===== config.mk =====
export PLATFORM = sky130hd
export DESIGN_NAME = imem_port_arbiter
export DESIGN_NICKNAME = d
export VERILOG_FILES = /design/src/rtl/imem_port_arbiter.sv
export SDC_FILE = /design/constraint.sdc
export NUM_CORES = 1
export LEC_CHECK = 0
export ABC_AREA = 1
export ABC_CLOCK_PERIOD_IN_PS = 1100
export BUFFER_PORTS_ARGS = -buffer_cell sky130_fd_sc_hd__buf_2
export CORE_MARGIN = 2
export CORE_UTILIZATION = 35
export DETAILED_ROUTE_END_ITERATION = 10
export GPL_ROUTABILITY_DRIVEN = 0
export HOLD_SLACK_MARGIN = 0.06
export PLACE_DENSITY = 0.83
export SLEW_MARGIN = 20
export SYNTH_ARGS = -nofsm -noshare
export SYNTH_HDL_FRONTEND = slang
export SYNTH_SLANG_ARGS = --single-unit

===== constraint.sdc =====
create_clock -name clk -period 1.1 [get_ports clk]
set_input_delay 0.22 -clock clk [delete_from_list [all_inputs] [get_ports clk]]
set_output_delay 0.22 -clock clk [all_outputs]
set_load 0.005 [all_outputs]

===== src/rtl/imem_port_arbiter.sv =====
// rtl/imem_port_arbiter.sv - instruction memory port arbiter: loader boot sequencing, fetch priority, bounded loader starvation
// Optional macro IMEM_ALIGN_CHECK_EN: flag misaligned fetches and suppress misaligned loader writes.
module imem_port_arbiter #(
  parameter int DEPTH      = 64,
  parameter int STARVE_MAX = 4
) (
  input  logic                     clk,
  input  logic                     rst,
  input  logic                     ld_valid,
  output logic                     ld_ready,
  input  logic [31:0]              ld_addr,
  input  logic [31:0]              ld_data,
  input  logic                     ld_last,
  input  logic                     if_req,
  output logic                     if_ready,
  input  logic [31:0]              if_addr,
  output logic                     if_rvalid,
  output logic [31:0]              if_rdata,
  output logic                     if_err,
  output logic                     core_stall,
  output logic                     mem_we,
  output logic [$clog2(DEPTH)-1:0] mem_addr,
  output logic [31:0]              mem_wdata,
  input  logic [31:0]              mem_rdata
);
  localparam int AW = $clog2(DEPTH);

  typedef enum logic {BOOT, RUN} state_t;

  state_t        state, state_nxt;
  logic [3:0]    starve_cnt, starve_nxt;
  logic [AW-1:0] last_addr;
  logic [AW-1:0] ld_idx, if_idx;
  logic          ld_oor, if_oor, ld_mis, if_mis, if_bad;

  assign ld_idx = ld_addr[AW+1:2];
  assign if_idx = if_addr[AW+1:2];
  assign ld_oor = |ld_addr[31:AW+2];
  assign if_oor = |if_addr[31:AW+2];

`ifdef IMEM_ALIGN_CHECK_EN
  assign ld_mis = |ld_addr[1:0];
  assign if_mis = |if_addr[1:0];
`else
  logic unused_lsb;
  assign unused_lsb = ^{ld_addr[1:0], if_addr[1:0]};
  assign ld_mis     = 1'b0;
  assign if_mis     = 1'b0;
`endif

  assign if_bad = if_oor || if_mis;

  // Fetch wins in RUN until the loader has been blocked STARVE_MAX cycles in a row
  always_comb begin
    ld_ready   = 1'b0;
    if_ready   = 1'b0;
    state_nxt  = state;
    starve_nxt = starve_cnt;
    if (state == BOOT) begin
      ld_ready = ld_valid;
    end else if (if_req && (starve_cnt < 4'(STARVE_MAX))) begin
      if_ready = 1'b1;
    end else begin
      ld_ready = ld_valid;
    end
    if (ld_ready) begin
      starve_nxt = 4'd0;
      if (ld_last) state_nxt = RUN;
    end else if (ld_valid && (starve_cnt < 4'(STARVE_MAX))) begin
      starve_nxt = starve_cnt + 4'd1;
    end
  end

  assign mem_we     = ld_ready && !ld_oor && !ld_mis;
  assign mem_addr   = ld_ready ? ld_idx : (if_ready ? if_idx : last_addr);
  assign mem_wdata  = ld_ready ? ld_data : 32'd0;
  assign core_stall = (state == BOOT) || (if_req && !if_ready);

  always_ff @(posedge clk or negedge rst) begin
    if (!rst) begin
      state      <= BOOT;
      starve_cnt <= 4'd0;
      last_addr  <= '0;
      if_rvalid  <= 1'b0;
      if_rdata   <= 32'd0;
      if_err     <= 1'b0;
    end else begin
      state      <= state_nxt;
      starve_cnt <= starve_nxt;
      last_addr  <= mem_addr;
      if_rvalid  <= if_ready;
      if_err     <= if_ready && if_bad;
      if (if_ready) if_rdata <= if_bad ? 32'd0 : mem_rdata;
    end
  end
endmodule


# --- Word level (Yosys, flattened, before mapping) ---
# Cells that the tools add are included.
totals:
  romBits: 0
  wordCells: 31
  mem_bits_rw: 0
  latch_bits: 0
  output_inout_bits: 76
  n_memories: 0
  input_bits: 133
  register_bits: 45
op_classes:
  shifts: 0
  mul: 0
  n_reduce_logical: 12
  bitwise: 1
  div_mod_pow: 0
  mux: 10
  eq_ne: 0
  addsub: 1
  magnitude_cmp: 1
op_table:
  columns: ["operator", "count"]
  rows:
  - ["$mux 32", 2]
  - ["$reduce_or 24->1", 2]
  - ["$mux 6", 2]
  - ["$mux 4", 2]
  - ["$logic_and 1x1->1", 5]
  - ["$add 4x1->4 const B", 1]
  - ["$lt 4x3->1 const B", 1]
  - ["$mux 1", 4]
  - ["$logic_not 1->1", 2]
  - ["$reduce_and 2->1", 1]
  - ["$reduce_bool 2->1", 1]
  - ["$logic_or 1x1->1", 1]
  - ["$not 1->1", 1]

# --- Depth between registers and ports, before layout ---
# Gate-level depths: netlist of run 1.
depth:
  ltp_word: 7
  depth_mapped: 7

# --- Least setup slack after synthesis of run 1 ---
# Ideal clock, no wire load.
synth_timing:
  kind: "reg-to-output"
  start: "reg starve_cnt[3]"
  end: "out mem_wdata[10]"
  t_arrival_ns: 0.985
  path_buffers: 1
  stages_incl_launch_ff: 6
  path_slack_ns: -0.105
  required_ns: 0.880
  path_cell_list: "dfrtp_1 > nor2_2 > nand2_4 > nand2_2 > buf_2 > nor2_1"
synth_between:
  elab_chain_len: 5
synth_rtl:
  columns: ["element", "line_no", "rtl"]
  rows:
  - ["start, declared", "31", "logic [3:0] starve_cnt, starve_nxt;"]
  - ["start signal, assigned", "89", "starve_cnt <= starve_nxt;"]
  - ["$lt 4x3->1", "61", "end else if (if_req && (starve_cnt < 4'(STARVE_MAX))) begin"]
  - ["$logic_and 1x1->1", "61", null]
  - ["$mux 1", "61", null]
  - ["$mux 1", "59", "if (state == BOOT) begin"]
  - ["$mux 32", "76", "assign mem_wdata = ld_ready ? ld_data : 32'd0;"]
  - ["end, declared", "23", "output logic [31:0] mem_wdata,"]
# Every way passes these cells.

# --- Worst setup path after layout of run 1 ---
layout_timing:
  start: "reg starve_cnt[3]"
  end: "out mem_wdata[30]"
# Same word-level chain as after synthesis.

==> results of run 1 <==
==> layout by cell type (no fill, tap or decap) <==
master         instances
buf_2                204
clkbuf_16              1
a21o_1                 1
nor2_2                29
nand2_4                1
nor2_1                63
clkbuf_1               1
inv_4                  1
dlygate4sd3_1          1
nor3_2                 1
inv_2                  1
ha_1                   1
nand2_1               89
bufbuf_16              1
nand4_1               33
buf_4                 17
nand3_1                4
bufinv_16              1
buf_12                 6
nand2_2                6
clkbuf_8               6
xor2_1                 1
inv_1                 67
o21ai_1                1
inv_8                  1
nand3_2               10
dfrtp_1               45
buf_6                  2
nor2_4                 4
nand2_8                3
==> logic make-up (layout without fill, tap and decap cells) <==
| family | Yosys count | in the layout |
|---|---|---|
| AO/OA/AOI/OAI | 2 | 2 |
| XOR/XNOR | 1 | 1 |
| adder cells (fa/ha/maj) | 1 | 1 |
| buffers and inverters | 90 | 310 |
| flip-flops | 45 | 45 |
| AND/OR/NAND/NOR | 242 | 243 |
==> worst reg2reg max path: stages, from the launching register on <==
cell and delay, ns:
dfrtp_1 0.42, nor2_4 0.17, nand2_8 0.11, buf_4 0.18, bufbuf_16 0.29, nand2_1 0.07
nand2_1 0.06
==> routing by layer <==
metal  vias up  share of wire (%)
met5         -                  0
met4         0                1.1
met3        11                5.0
met2       100                 51
met1      1417                 43
li1       1591                  -
==> state kept, by name, summed over array words and instances, names as in the netlist <==
signal	count
if_rvalid	1
if_rdata	32
if_err	1
state	1
starve_cnt	4
last_addr	6
==> power by group <==
group          switching (mW)  internal [mW]  total, mW
clock network           0.550          0.741       1.29
logic                   0.573          0.554       1.13
registers              0.0302           1.71       1.74
total                    1.15           3.01       4.16
==> area by class of cell <==
cell class | count | area, um^2
tap | 99 | 123.9
timing repair buffer | 232 | 1359
multi-input combinational | 247 | 1276
fill | 673 | 2940
inverter | 70 | 272.8
clock inverter | 1 | 30.03
clock buffer | 7 | 86.33
sequential | 45 | 1126
==> final timing paths <==
| path | start | to | slack (ns) | depth (start not counted) |
|---|---|---|---|---|
| worst min register to register | if_rdata[23] | if_rdata[23] | 0.48 | 2 |
| worst max-delay path | starve_cnt[3] | mem_wdata[30] | -0.55 | 6 |
| min in group asynchronous | rst | if_rdata[13] | 0.43 | 3 |
| worst max register to register | starve_cnt[3] | if_rdata[22] | -0.30 | 6 |
| max in group asynchronous | rst | if_rdata[6] | 0.46 | 3 |
| worst min-delay path | ld_last | state | 0.13 | 2 |
==> metrics by stage <==
stage	std cells	setup WS, ns	total power [mW]	hold slack [ns]
2_1_floorplan	381	-0.06687	2.190	-0.07559
3_5_place_dp	684	-0.2429	2.668	0.2248
4_1_cts	697	-0.5517	4.085	0.1149
6_report	701	-0.5521	4.161	0.1291
5_1_grt	701	-0.6309	4.403	0.1184
3_3_place_gp	684	-0.1959	2.646	0.2154
==> repair_timing <==
item | CTS | global route
gates resized for setup | 22 | 38
buffers inserted | 4 | 1
cloned | 1 | 3
endpoints found under the setup margin | 81 | 83
endpoints found under the hold margin | 45 | 0
pin swaps | 3 | 4
hold buffers | 1 | 0
==> results.sh, run 1 <==
export IMPL_tns_ns=-30.19
export IMPL_grt_overflow_total=0
export IMPL_netlist_area_leader_share_pct=43.21
export IMPL_synthFlopType="dfrtp_1"
export IMPL_grt_pass1_vias=3081
export IMPL_htree_levels=2
export IMPL_clk_path_buf_depth=2
export IMPL_violations="setup timing"
export IMPL_async_reset_ff_share_pct=100.0
export IMPL_clkSinkCount=45
export IMPL_synth_area_leader_cell="dfrtp_1"
export IMPL_synth_area_leaders="dfrtp_1, nand2_1, nor2_1"
export IMPL_syn2layout_area_growth_pct=63.99
export IMPL_io_pins=209
export IMPL_synthCells=381
export IMPL_synth_compound_area_share_pct=0.4801
export IMPL_fin_skew_ns=0.008276
export IMPL_drc_errors=0
export IMPL_peakVddDrop_uv=516.0
export IMPL_start_util_pct=36.13
export IMPL_drtAntennaViolNets=0
export IMPL_synth_common_cells="nand2_1, nor2_1, inv_1"
export IMPL_firstDrtPassIters=4
export IMPL_drive_above_1_share_pct=49.00
export IMPL_slew_viol_final=0
export IMPL_portBuffers=204
export IMPL_drt_iter0_drc=74
export IMPL_hold_violations=0
export IMPL_antenna_found_initial=0
export IMPL_use_met2_pct=35.59
export IMPL_die_w_um=90.29
export IMPL_finalCritPeriodShare_pct=150.2
export IMPL_wl_per_cell_um=12.34
export IMPL_yosysMostFrequentCell="nand2_1"
export IMPL_routed_via_density=4.449
export IMPL_drv_cap=0
export IMPL_power_leakage_nw=2.727
export IMPL_cp_required_ns=0.88
export IMPL_cp_slowest_cell="dfrtp_1"
export IMPL_synth_edff_count=0
export IMPL_placed_cell_area_um2=3842
export IMPL_worstPathMaxFanout=7
export IMPL_diodes=0
export IMPL_ys_ff_latch=45
export IMPL_use_met3_pct=4.090
export IMPL_yosys_warnings=0
export IMPL_cp_arrival_ns=1.43
export IMPL_cpLargestDelayFamily="simple AND/OR/NAND/NOR gates"
export IMPL_synthesis_nets=515
export IMPL_critical_path_class="reg -> out"
export IMPL_grt_pass1_wl_um=13610
export IMPL_place_hpwl_um=6131
export IMPL_crit_chain="nor2_4 > nand2_8 > nand2_8 > clkbuf_16 > nor2_2 > buf_2"
export IMPL_status="finished with violations"
export IMPL_die_h_um=90.29
export IMPL_synth_cell_types=20
export IMPL_synthMuxAreaShare_pct=0
export IMPL_post_route_min_period_ns=1.652
export IMPL_final_util_pct=59.24
export IMPL_avgSynthCellArea_um2=6.841
export IMPL_nets=735
export IMPL_synth_top_family_by_area="simple AND/OR/NAND/NOR gates"
export IMPL_synthAdderAreaFrac_pct=0.4801
export IMPL_track_usage_pct=19.84
export IMPL_fin_area_um2=4274
export IMPL_synthXorXnorAreaFrac_pct=0.3361
export IMPL_routed_wirelength_um=8653
export IMPL_hp_class="in -> reg"
export IMPL_fmax_mhz=605.3
export IMPL_vias=3119
export IMPL_setup_worst_path_start_class="register"
export IMPL_cts_tree="done"
export IMPL_cts_buffers=5
export IMPL_relSlewSlack_pct=83.03
export IMPL_rsz0062_at_grt="yes"
export IMPL_end_kind="primary output"
export IMPL_cp_common_cell="nand2_8"
export IMPL_gr_usage_met1_pct=23.84
export IMPL_insertion_delay_ns=0.29
export IMPL_synth_simple_area_share_pct=40.09
export IMPL_setup_violations=79
export IMPL_coreArea_um2=7214
export IMPL_path_clk_slew_ns=0.09
export IMPL_worst_slew_pin_slew_ns=0.2543
export IMPL_pwr_density_cell_nw_per_um2=973.4
export IMPL_worst_slack_ns=-0.5521
export IMPL_syn_area_um2=2606
export IMPL_dieArea_um2=8152
export IMPL_crit_buf_inv=2
export IMPL_ys_seq_area_share_pct=43.21
export IMPL_rows=31
export IMPL_grt_max_degree=46
export IMPL_busiest_layer="met2"
export IMPL_slowest_delay_ns=0.42
export IMPL_clock_tree_root_cell="clkbuf_8"
(Power assumes the default switching activity.)
==> run 2, diff against run 1 <==
--- a/config.mk
+++ b/config.mk
@@ -7,7 +7,7 @@
 export LEC_CHECK = 0
 export ABC_AREA = 1
 export ABC_CLOCK_PERIOD_IN_PS = 1100
-export BUFFER_PORTS_ARGS = -buffer_cell sky130_fd_sc_hd__buf_2
+export BUFFER_PORTS_ARGS = -buffer_cell sky130_fd_sc_hd__clkbuf_2
 export CORE_MARGIN = 2
 export CORE_UTILIZATION = 35
 export DETAILED_ROUTE_END_ITERATION = 10
==> run 2 against run 1 <==
  * The run still ends with setup timing left
  * Cell count increased by 1.6%
  * Register-to-register slack lost 0.15 ns
  * Combinational power up 9.7%
  * Die area did not move
  * Critical endpoint is now mem_wdata[24]
  * Largest cell class unchanged
  * Largest power group unchanged
==> results.sh, run 2 (synthesis gave the netlist of run 1 again) <==
export IMPL_status="finished with violations"
export IMPL_violations="setup timing"
export IMPL_worstPathMaxFanout=14
export IMPL_htree_levels=2
export IMPL_drive_above_1_share_pct=50.90
export IMPL_setup_violations=85
export IMPL_start_util_pct=36.13
export IMPL_die_h_um=90.29
export IMPL_drv_cap=0
export IMPL_cts_buffers=5
export IMPL_place_ws_ns=-0.2625
export IMPL_cpLargestDelayFamily="flip-flops"
export IMPL_coreArea_um2=7214
export IMPL_cp_required_ns=0.88
export IMPL_finalCritPeriodShare_pct=149.7
export IMPL_io_pins=209
export IMPL_slowest_delay_ns=0.39
export IMPL_drtAntennaViolNets=0
export IMPL_power_leakage_nw=2.762
export IMPL_fmax_mhz=607.1
export IMPL_drc_errors=0
export IMPL_crit_end="mem_wdata[24]"
export IMPL_fillers=673
export IMPL_relSlewSlack_pct=83.27
export IMPL_routed_via_density=4.493
export IMPL_top_regs="if_rdata x32, last_addr x6, starve_cnt x4"
export IMPL_final_common_cell="clkbuf_2"
export IMPL_clkSinkCount=45
export IMPL_dieArea_um2=8152
export IMPL_firstDrtPassIters=4
export IMPL_path_clk_slew_ns=0.08
export IMPL_hold_start="ld_addr[6]"
export IMPL_cp_slowest_cell="dfrtp_1"
export IMPL_antenna_found_initial=0
export IMPL_routed_wirelength_um=8811
export IMPL_pwr_density_cell_nw_per_um2=972.0
export IMPL_top_register="if_rdata"
export IMPL_slew_viol_final=0
export IMPL_portBuffers=204
export IMPL_placed_cell_area_um2=3825
export IMPL_hp_class="in -> reg"
export IMPL_startpoint="state"
export IMPL_hold_violations=0
export IMPL_drt_iter0_drc=132
export IMPL_worst_slew_pin_slew_ns=0.2509
export IMPL_insertion_delay_ns=0.29
export IMPL_nets=746
export IMPL_cts_tree="done"
export IMPL_timing_rr_end="starve_cnt[1]"
export IMPL_cp_depth=7
export IMPL_rows=31
export IMPL_cp_common_cell="nand2_8"
export IMPL_critical_path_class="reg -> out"
export IMPL_die_w_um=90.29
export IMPL_worst_slack_ns=-0.5472
export IMPL_end_kind="primary output"
export IMPL_clk_path_buf_depth=2
export IMPL_vias=3199
export IMPL_peakVddDrop_uv=598.0
export IMPL_syn2layout_area_growth_pct=68.94
export IMPL_place_hpwl_um=6234
export IMPL_post_route_min_period_ns=1.647
export IMPL_grt_overflow_total=0
export IMPL_grt_pass1_wl_um=13620
export IMPL_grt_max_degree=46
export IMPL_most_common_layout_cells="clkbuf_2, nand2_1, inv_1"
export IMPL_fin_area_um2=4403
export IMPL_track_usage_pct=19.68
export IMPL_clock_tree_root_cell="clkbuf_8"
export IMPL_wl_per_cell_um=12.38
export IMPL_crit_buf_inv=3
export IMPL_largest_reg_flops=32
export IMPL_fin_skew_ns=0.009185
export IMPL_whs_ns=0.1505
export IMPL_worst_r2r_path_depth=12
export IMPL_diodes=0
export IMPL_rrSetupSlack_ns=-0.45
export IMPL_setup_worst_path_start_class="register"
export IMPL_cp_arrival_ns=1.43
export IMPL_crit_chain="nand2_1 > inv_2 > nand2_8 > nand2_8 > buf_12 > nor2_1 > clkbuf_2"
export IMPL_grt_pass1_vias=3065
export IMPL_rsz0062_at_grt="yes"
export IMPL_r2r_start="state"
==> run 2: changes by cell type in the layout (fill, tap and decap cells not counted), moves of 2 or more <==
cell      previous run  this run
clkbuf_2             0       203
buf_4               17        20
nand2_1             89        85
buf_6                2        10
nor2_4               4         7
buf_2              204         1
nand2_2              6        11
nor2_1              63        60
nand3_1              4         6
nand3_2             10         8
==> run 2: worst min path at each step <==
stage,to,slack (ns),cells past startpoint
after global routing,state,0.15,2
after floorplan,if_err,-0.08,0
after global placement,if_rdata[13],0.22,2
after detailed placement,if_rdata[15],0.23,2
after CTS,last_addr[3],0.13,3
final,last_addr[4],0.15,3
==> run 2: final cells by class <==
type	instances	area [um^2]	share of cell area (%)
clock buffers	7	86.33	1.961
inverters	70	275.3	6.252
well taps	99	123.9	2.813
flip-flops and latches	45	1126	25.58
repair buffers	244	1484	33.70
clock inverters	1	30.03	0.6820
multi-input cells	246	1277	29.01
==> run 2: per-layer routing <==
layer	GRT usage [%]	vias up	routed length [um]
met4	5.385	0	88
met1	24.68	1482	3745
met3	3.506	10	361
li1	-	1606	-
met5	0	-	0
met2	34.84	101	4615
==> run 2: repair_timing <==
| item | CTS | global route |
|---|---|---|
| gates resized for setup | 22 | 61 |
| cloned | 1 | 3 |
| pin swaps | 6 | 9 |
| setup endpoints to repair | 84 | 84 |
| endpoints found under the hold margin | 45 | 0 |
| buffers inserted | 5 | 10 |
| hold buffers | 1 | 0 |
==> run 2: where the power goes <==
part           internal, mW  switching (mW)
Clock                 0.742           0.559
Sequential             1.71          0.0282
Combinational         0.625           0.614
Total                  3.08            1.20
==> run 2: stage by stage <==
| step | total power, mW | setup TNS, ns | util [%] | std cells |
|---|---|---|---|---|
| 3_3_place_gp | 2.626 | -12.28 | 53.02 | 685 |
| 5_1_grt | 4.503 | -38.65 | 61.03 | 712 |
| 2_1_floorplan | 2.190 | -2.344 | - | 381 |
| 4_1_cts | 4.098 | -28.21 | 56.94 | 700 |
| 3_5_place_dp | 2.651 | -15.04 | 53.02 | 685 |
| 6_report | 4.280 | -32.79 | 61.03 | 712 |
==> run 2: worst min-delay path, delay by kind of cell <==
family	cells	cell delay (ns)
buffers and inverters	1	0.07
AND/OR/NAND/NOR	2	0.11
